<file path="config.mk">
export PLATFORM = sky130hd
export DESIGN_NAME = obi_axi_bridge
export DESIGN_NICKNAME = d
export VERILOG_FILES = /design/src/rtl/obi_axi_pkg.sv /design/src/rtl/obi_axi_wr_tracker.sv /design/src/rtl/obi_axi_bridge.sv
export SDC_FILE = /design/constraint.sdc
export NUM_CORES = 1
export LEC_CHECK = 0
export BUFFER_PORTS_ARGS = -buffer_cell sky130_fd_sc_hd__buf_4
export CAP_MARGIN = 40
export CORE_AREA = 2 2 132 134
export DETAILED_ROUTE_END_ITERATION = 12
export DIE_AREA = 0 0 134 136
export GPL_TIMING_DRIVEN = 1
export HOLD_SLACK_MARGIN = 0.05
export SLEW_MARGIN = 30
export SYNTH_ARGS = -nofsm -noshare
export SYNTH_HDL_FRONTEND = slang
export SYNTH_SLANG_ARGS = --single-unit
</file>
<file path="constraint.sdc">
create_clock -name clk_i -period 2.9 [get_ports clk_i]
set_input_delay 0.29 -clock clk_i [delete_from_list [all_inputs] [get_ports clk_i]]
set_output_delay 0.29 -clock clk_i [all_outputs]
set_load 0.1 [all_outputs]
</file>
<file path="src/rtl/obi_axi_pkg.sv">
// obi_axi_pkg: AXI4 channel types, encodings and helpers shared by the OBI-to-AXI bridge
package obi_axi_pkg;
  localparam int unsigned ID_W = 4;
  localparam int unsigned ADDR_W = 32;
  localparam int unsigned DATA_W = 32;
  localparam int unsigned STRB_W = DATA_W / 8;
  localparam int unsigned USER_W = 1;
  localparam logic [1:0] BURST_INCR = 2'b01;
  localparam logic [1:0] RESP_OKAY = 2'b00;
  localparam logic [1:0] RESP_EXOKAY = 2'b01;
  localparam logic [1:0] RESP_SLVERR = 2'b10;
  localparam logic [1:0] RESP_DECERR = 2'b11;
  typedef enum logic {DIR_READ = 1'b0, DIR_WRITE = 1'b1} dir_e;
  typedef struct packed {
    logic [ID_W-1:0] id;
    logic [ADDR_W-1:0] addr;
    logic [7:0] len;
    logic [2:0] size;
    logic [1:0] burst;
    logic lock;
    logic [3:0] cache;
    logic [2:0] prot;
    logic [3:0] qos;
    logic [3:0] region;
    logic [5:0] atop;
    logic [USER_W-1:0] user;
  } axi_32_aw_chan_t;
  typedef struct packed {
    logic [ID_W-1:0] id;
    logic [ADDR_W-1:0] addr;
    logic [7:0] len;
    logic [2:0] size;
    logic [1:0] burst;
    logic lock;
    logic [3:0] cache;
    logic [2:0] prot;
    logic [3:0] qos;
    logic [3:0] region;
    logic [USER_W-1:0] user;
  } axi_32_ar_chan_t;
  typedef struct packed {
    logic [DATA_W-1:0] data;
    logic [STRB_W-1:0] strb;
    logic last;
    logic [USER_W-1:0] user;
  } axi_32_w_chan_t;
  typedef struct packed {
    logic [ID_W-1:0] id;
    logic [1:0] resp;
    logic [USER_W-1:0] user;
  } axi_32_b_chan_t;
  typedef struct packed {
    logic [ID_W-1:0] id;
    logic [DATA_W-1:0] data;
    logic [1:0] resp;
    logic last;
    logic [USER_W-1:0] user;
  } axi_32_r_chan_t;
  typedef struct packed {
    axi_32_aw_chan_t aw;
    logic aw_valid;
    axi_32_w_chan_t w;
    logic w_valid;
    logic b_ready;
    axi_32_ar_chan_t ar;
    logic ar_valid;
    logic r_ready;
  } axi_32_req_t;
  typedef struct packed {
    logic aw_ready;
    logic ar_ready;
    logic w_ready;
    logic b_valid;
    axi_32_b_chan_t b;
    logic r_valid;
    axi_32_r_chan_t r;
  } axi_32_resp_t;
  function automatic logic [2:0] axsize(input int unsigned dw);
    return 3'($clog2(dw / 8));
  endfunction
endpackage

</file>
<file path="src/rtl/obi_axi_wr_tracker.sv">
// obi_axi_wr_tracker: tracks independent AW/W acceptance and grants a write once both are done
module obi_axi_wr_tracker (
  input  logic clk_i,
  input  logic rst_ni,
  input  logic issue_i,
  input  logic aw_ready_i,
  input  logic w_ready_i,
  output logic aw_valid_o,
  output logic w_valid_o,
  output logic gnt_o
);
  logic aw_done_q, w_done_q, aw_ok, w_ok;
  assign aw_valid_o = issue_i & ~aw_done_q;
  assign w_valid_o = issue_i & ~w_done_q;
  assign aw_ok = aw_done_q | (aw_valid_o & aw_ready_i);
  assign w_ok = w_done_q | (w_valid_o & w_ready_i);
  assign gnt_o = issue_i & aw_ok & w_ok;
  // remember a channel accepted early; both flags drop when the write is granted
  always_ff @(posedge clk_i or negedge rst_ni)
    if (!rst_ni) begin
      aw_done_q <= 1'b0;
      w_done_q <= 1'b0;
    end else begin
      aw_done_q <= gnt_o ? 1'b0 : aw_ok;
      w_done_q <= gnt_o ? 1'b0 : w_ok;
    end
endmodule

</file>
<file path="src/rtl/obi_axi_bridge.sv">
// obi_axi_bridge: OBI to single-beat AXI4 manager bridge with in-order registered responses
module obi_axi_bridge
  import obi_axi_pkg::*;
#(
  parameter type axi_req_t = axi_32_req_t,
  parameter type axi_resp_t = axi_32_resp_t,
  parameter int unsigned DATA_WIDTH = 32,
  parameter int unsigned ADDR_WIDTH = 32,
  parameter int unsigned MAX_OUTSTANDING = 4,
  parameter logic [ID_W-1:0] AXI_ID = '0
) (
  input  logic clk_i,
  input  logic rst_ni,
  input  logic obi_req_i,
  output logic obi_gnt_o,
  input  logic obi_we_i,
  input  logic [DATA_WIDTH/8-1:0] obi_be_i,
  input  logic [ADDR_WIDTH-1:0] obi_addr_i,
  input  logic [DATA_WIDTH-1:0] obi_wdata_i,
  output logic obi_rvalid_o,
  output logic [DATA_WIDTH-1:0] obi_rdata_o,
  output logic obi_err_o,
  output axi_req_t axi_req_o,
  input  axi_resp_t axi_resp_i
);
  localparam logic [3:0] MAX_CNT = 4'(MAX_OUTSTANDING);
  logic [3:0] cnt_q, cnt_d;
  dir_e dir_q;
  logic issue_ok, ar_valid, aw_valid, w_valid, rd_gnt, wr_gnt, r_hs, b_hs, rsp_hs, dec;
  logic rvalid_q, err_q;
  logic [DATA_WIDTH-1:0] rdata_q;
  logic unused_ok;
  assign issue_ok = obi_req_i & (cnt_q < MAX_CNT) & ((cnt_q == '0) | (dir_q == dir_e'(obi_we_i)));
  assign ar_valid = issue_ok & ~obi_we_i;
  assign rd_gnt = ar_valid & axi_resp_i.ar_ready;
  assign obi_gnt_o = rd_gnt | wr_gnt;
  assign r_hs = axi_resp_i.r_valid;
  assign b_hs = axi_resp_i.b_valid;
  assign rsp_hs = r_hs | b_hs;
  assign dec = rsp_hs & (cnt_q != '0);
  assign cnt_d = (obi_gnt_o & ~dec) ? cnt_q + 4'd1 : (~obi_gnt_o & dec) ? cnt_q - 4'd1 : cnt_q;
  assign obi_rvalid_o = rvalid_q;
  assign obi_rdata_o = rdata_q;
  assign obi_err_o = err_q;
  assign unused_ok = ^{axi_resp_i.b.id, axi_resp_i.b.user, axi_resp_i.b.resp[0], axi_resp_i.r.id,
                       axi_resp_i.r.last, axi_resp_i.r.user, axi_resp_i.r.resp[0]};
  obi_axi_wr_tracker u_wr (
    .clk_i(clk_i),
    .rst_ni(rst_ni),
    .issue_i(issue_ok & obi_we_i),
    .aw_ready_i(axi_resp_i.aw_ready),
    .w_ready_i(axi_resp_i.w_ready),
    .aw_valid_o(aw_valid),
    .w_valid_o(w_valid),
    .gnt_o(wr_gnt)
  );
  // drive single-beat AXI requests straight from the held OBI request
  always_comb begin
    axi_req_o = '0;
    axi_req_o.aw.id = AXI_ID;
    axi_req_o.aw.addr = obi_addr_i;
    axi_req_o.aw.size = axsize(DATA_WIDTH);
    axi_req_o.aw.burst = BURST_INCR;
    axi_req_o.aw_valid = aw_valid;
    axi_req_o.w.data = obi_wdata_i;
    axi_req_o.w.strb = obi_be_i;
    axi_req_o.w.last = 1'b1;
    axi_req_o.w_valid = w_valid;
    axi_req_o.b_ready = 1'b1;
    axi_req_o.ar.id = AXI_ID;
    axi_req_o.ar.addr = obi_addr_i;
    axi_req_o.ar.size = axsize(DATA_WIDTH);
    axi_req_o.ar.burst = BURST_INCR;
    axi_req_o.ar_valid = ar_valid;
    axi_req_o.r_ready = 1'b1;
  end
  // outstanding count, current direction and the one-stage response register
  always_ff @(posedge clk_i or negedge rst_ni)
    if (!rst_ni) begin
      cnt_q <= '0;
      dir_q <= DIR_READ;
      rvalid_q <= 1'b0;
      rdata_q <= '0;
      err_q <= 1'b0;
    end else begin
      cnt_q <= cnt_d;
      dir_q <= obi_gnt_o ? dir_e'(obi_we_i) : dir_q;
      rvalid_q <= rsp_hs;
      rdata_q <= r_hs ? axi_resp_i.r.data : '0;
      err_q <= r_hs ? axi_resp_i.r.resp[1] : (b_hs & axi_resp_i.b.resp[1]);
    end
  a_no_orphan_rsp: assert property (@(posedge clk_i) disable iff (!rst_ni) rsp_hs |-> cnt_q != '0);
endmodule

</file>
==> results.ini <==
[worst_setup_path]
end_kind=flop
startpoint=cnt_q[0]
cp-start-kind=flop
required_ps=3060
critPathMaxFanout=8
worst_path_most_repeated_cell=o211ai_1
worstRegToRegCells=9
arrival_ps=2760
crit_path_max_incr_delay_ps=500
r2r_slack_ps=300
path_cells=o21bai_2 -> nand2b_4 -> a221oi_4 -> ha_2 -> inv_2 -> ha_4 -> or4_1 -> o211ai_1 -> o211ai_1
crit_type=reg2reg
regToRegStartpoint=cnt_q[0]
crit_slowest_cell=or4_1

[logic_synthesis]
synth.area.top_cells=buf_4 (45%), dfrtp_1 (34%), and2_1 (6.7%), ha_1 (1.3%), a21oi_1 (1.0%)
synth_cells=314
ys_async_sr_fraction=1.00
ys_warn_count=0
syn_area_um2=3000
synth.most_common_cell=buf_4
synth_top_area_share=0.453
synth_flop_cell=dfrtp_1
synth_seq_cells=41
synth_seq_area_share=0.342
syn_area_per_cell_um2=9.54
synth_cell_types=34
synth_commonest_cells=buf_4 (181), dfrtp_1 (41), and2_1 (32)
synth_top_cell_by_area=buf_4
synth_edf_count=0

[status]
status=finished clean

[run]
cap_violations=0

[power_and_ir_drop]
totalPowerFinal_mw=2.51
switching_share=0.471
p_switching_mw=1.18
leakagePower_nw=1.49
powerDensity_nw_per_um2=833
combPwrFrac=0.451
internal_power_mw=1.33
p_clk_frac=0.259
power_frac_seq=0.290
ir_drop_uv=240

[min_path]
min-delay-start=axi_resp_i[22]
hold_depth=2
hold_path.class=in2reg

[grt]
first_global_vias=1503
grt_pass1_wl_mm=9.49
grt_util_all_layers=0.0712
grt_max_degree=42
antenna_found_initial=0
grt-ovfl-total=0

[placement]
dp_hpwl_mm=5.50
place.gp.congestion=0.694
dpl_cell_area_um2=2830
portBuffers=80

[sta]
slew_violations=0
whs_ps=220
rsz0062_at_grt=no
timing.final.crit_period_ps=2600
fin_crit_sh=0.897
relSlewSlack=0.613
hold_viol=0
worstMarginPinSlew_ps=579
fmax_mhz=385
finClkSkew_ps=7.00
setup_violations=0

[die]
die_y_um=136
core_um2=16900
start_util=0.178
num_io_pins=340
row_count=48
chipWidth_um=134
die-area_um2=18200

[cts]
h-tree-depth=2
path_clk_slew_ps=60
cts_tree=yes
cts_buffers=5
cts_max_path_buffers=2
clkSinkCount=41
root_buffer=clkbuf_16
clk-insertion-delay-late_ps=280

[drt]
dr_wl_met2_mm=3.25
drc_errors=0
wl_met1_mm=2.08
wl_per_cell_um=13.3
antenna_left=0
first_iter_violations=81
wirelength_mm=6.88
topRoutingLayerUsed=met4
route.met3.wl_mm=1.10
firstDrtPassIters=4
vias_per_cell=3.02
vias=1564

[final_layout]
area_growth_pct=0.501
drive_gt1_frac=0.345
antenna_cells=0
final_nets=420
postLayoutCellArea_um2=3010

per-layer routing:
layer  vias up  track usage
met4         0       0.0544
met2       153        0.117
met1       678       0.0634
met5         -            0
li1        687            -
met3        46       0.0447
layout by cell type, fill, tap and decap left out, drive strengths merged, types with 3 or more instances in the layout:
| master | instances |
|---|---|
| buf | 80 |
| conb | 78 |
| dfrtp | 41 |
| and2 | 32 |
| clkbuf | 7 |
| a21oi | 6 |
| nand2 | 5 |
| or2 | 4 |
| o21ai | 4 |
| nand3 | 3 |
| ha | 3 |
critical path, delay by kind of cell (launching register included):
| kind | cells | cell delay [ps] |
|---|---|---|
| flops | 1 | 480 |
| compound gates | 4 | 800 |
| buf+inv | 1 | 90 |
| fa+ha+maj | 2 | 530 |
| simple gates | 2 | 590 |
power groups by stage:
| stage | sequential (mW) | combinational, mW | clock [mW] |
|---|---|---|---|
| 6_report | 0.728 | 1.13 | 0.650 |
| 5_1_grt | 0.740 | 1.20 | 0.696 |
| 4_1_cts | 0.729 | 1.14 | 0.678 |
| 3_5_place_dp | 0.737 | 1.13 | 0 |
| 3_3_place_gp | 0.738 | 1.12 | 0 |
| 2_1_floorplan | 0.901 | 1.52 | 0 |
stage by stage:
stage,util,cells,TNS (ps),setup WS [ps]
floorplan,-,390,-387,-313
global placement,0.168,509,0,337
detailed placement,0.168,509,0,325
CTS,0.178,518,0,302
global route,0.178,518,0,134
finish,0.178,518,0,300
worst paths after layout:
path                                   endpoint
max in group asynchronous        u_wr.aw_done_q
worst min register to register            dir_q
min in group asynchronous       obi_rdata_o[23]
worst max register to register         cnt_q[3]
worst max-delay path                   cnt_q[3]
worst min-delay path            obi_rdata_o[18]
repair_timing:
item	CTS	global route
endpoints found under the hold margin	41	0
hold buffers	1	0
buffers inserted	0	0
resized for setup	0	0
state kept, by name, indices dropped and copies added, names as in the netlist:
name	cells
cnt_q	4
u_wr.w_done_q	1
u_wr.aw_done_q	1
dir_q	1
obi_err_o	1
obi_rdata_o	32
obi_rvalid_o	1
cell type report:
cell class / count / area, um2
Multi-Input combinational cell: 161 / 913
Inverter: 2 / 7.51
Clock inverter: 1 / 30.0
Timing Repair Buffer: 81 / 611
Fill cell: 1860 / 13900
Clock buffer: 7 / 143
Tap cell: 225 / 282
Sequential cell: 41 / 1030
cell families after synthesis:
family / share of synthesized area
buf+inv: 0.465
simple gates: 0.111
flops: 0.342
compound gates: 0.0476
fa+ha+maj: 0.0192
other cells: 0.00251
xor+xnor: 0.00585
mux: 0.00710
No activity file was read; power rests on OpenSTA's default activity.
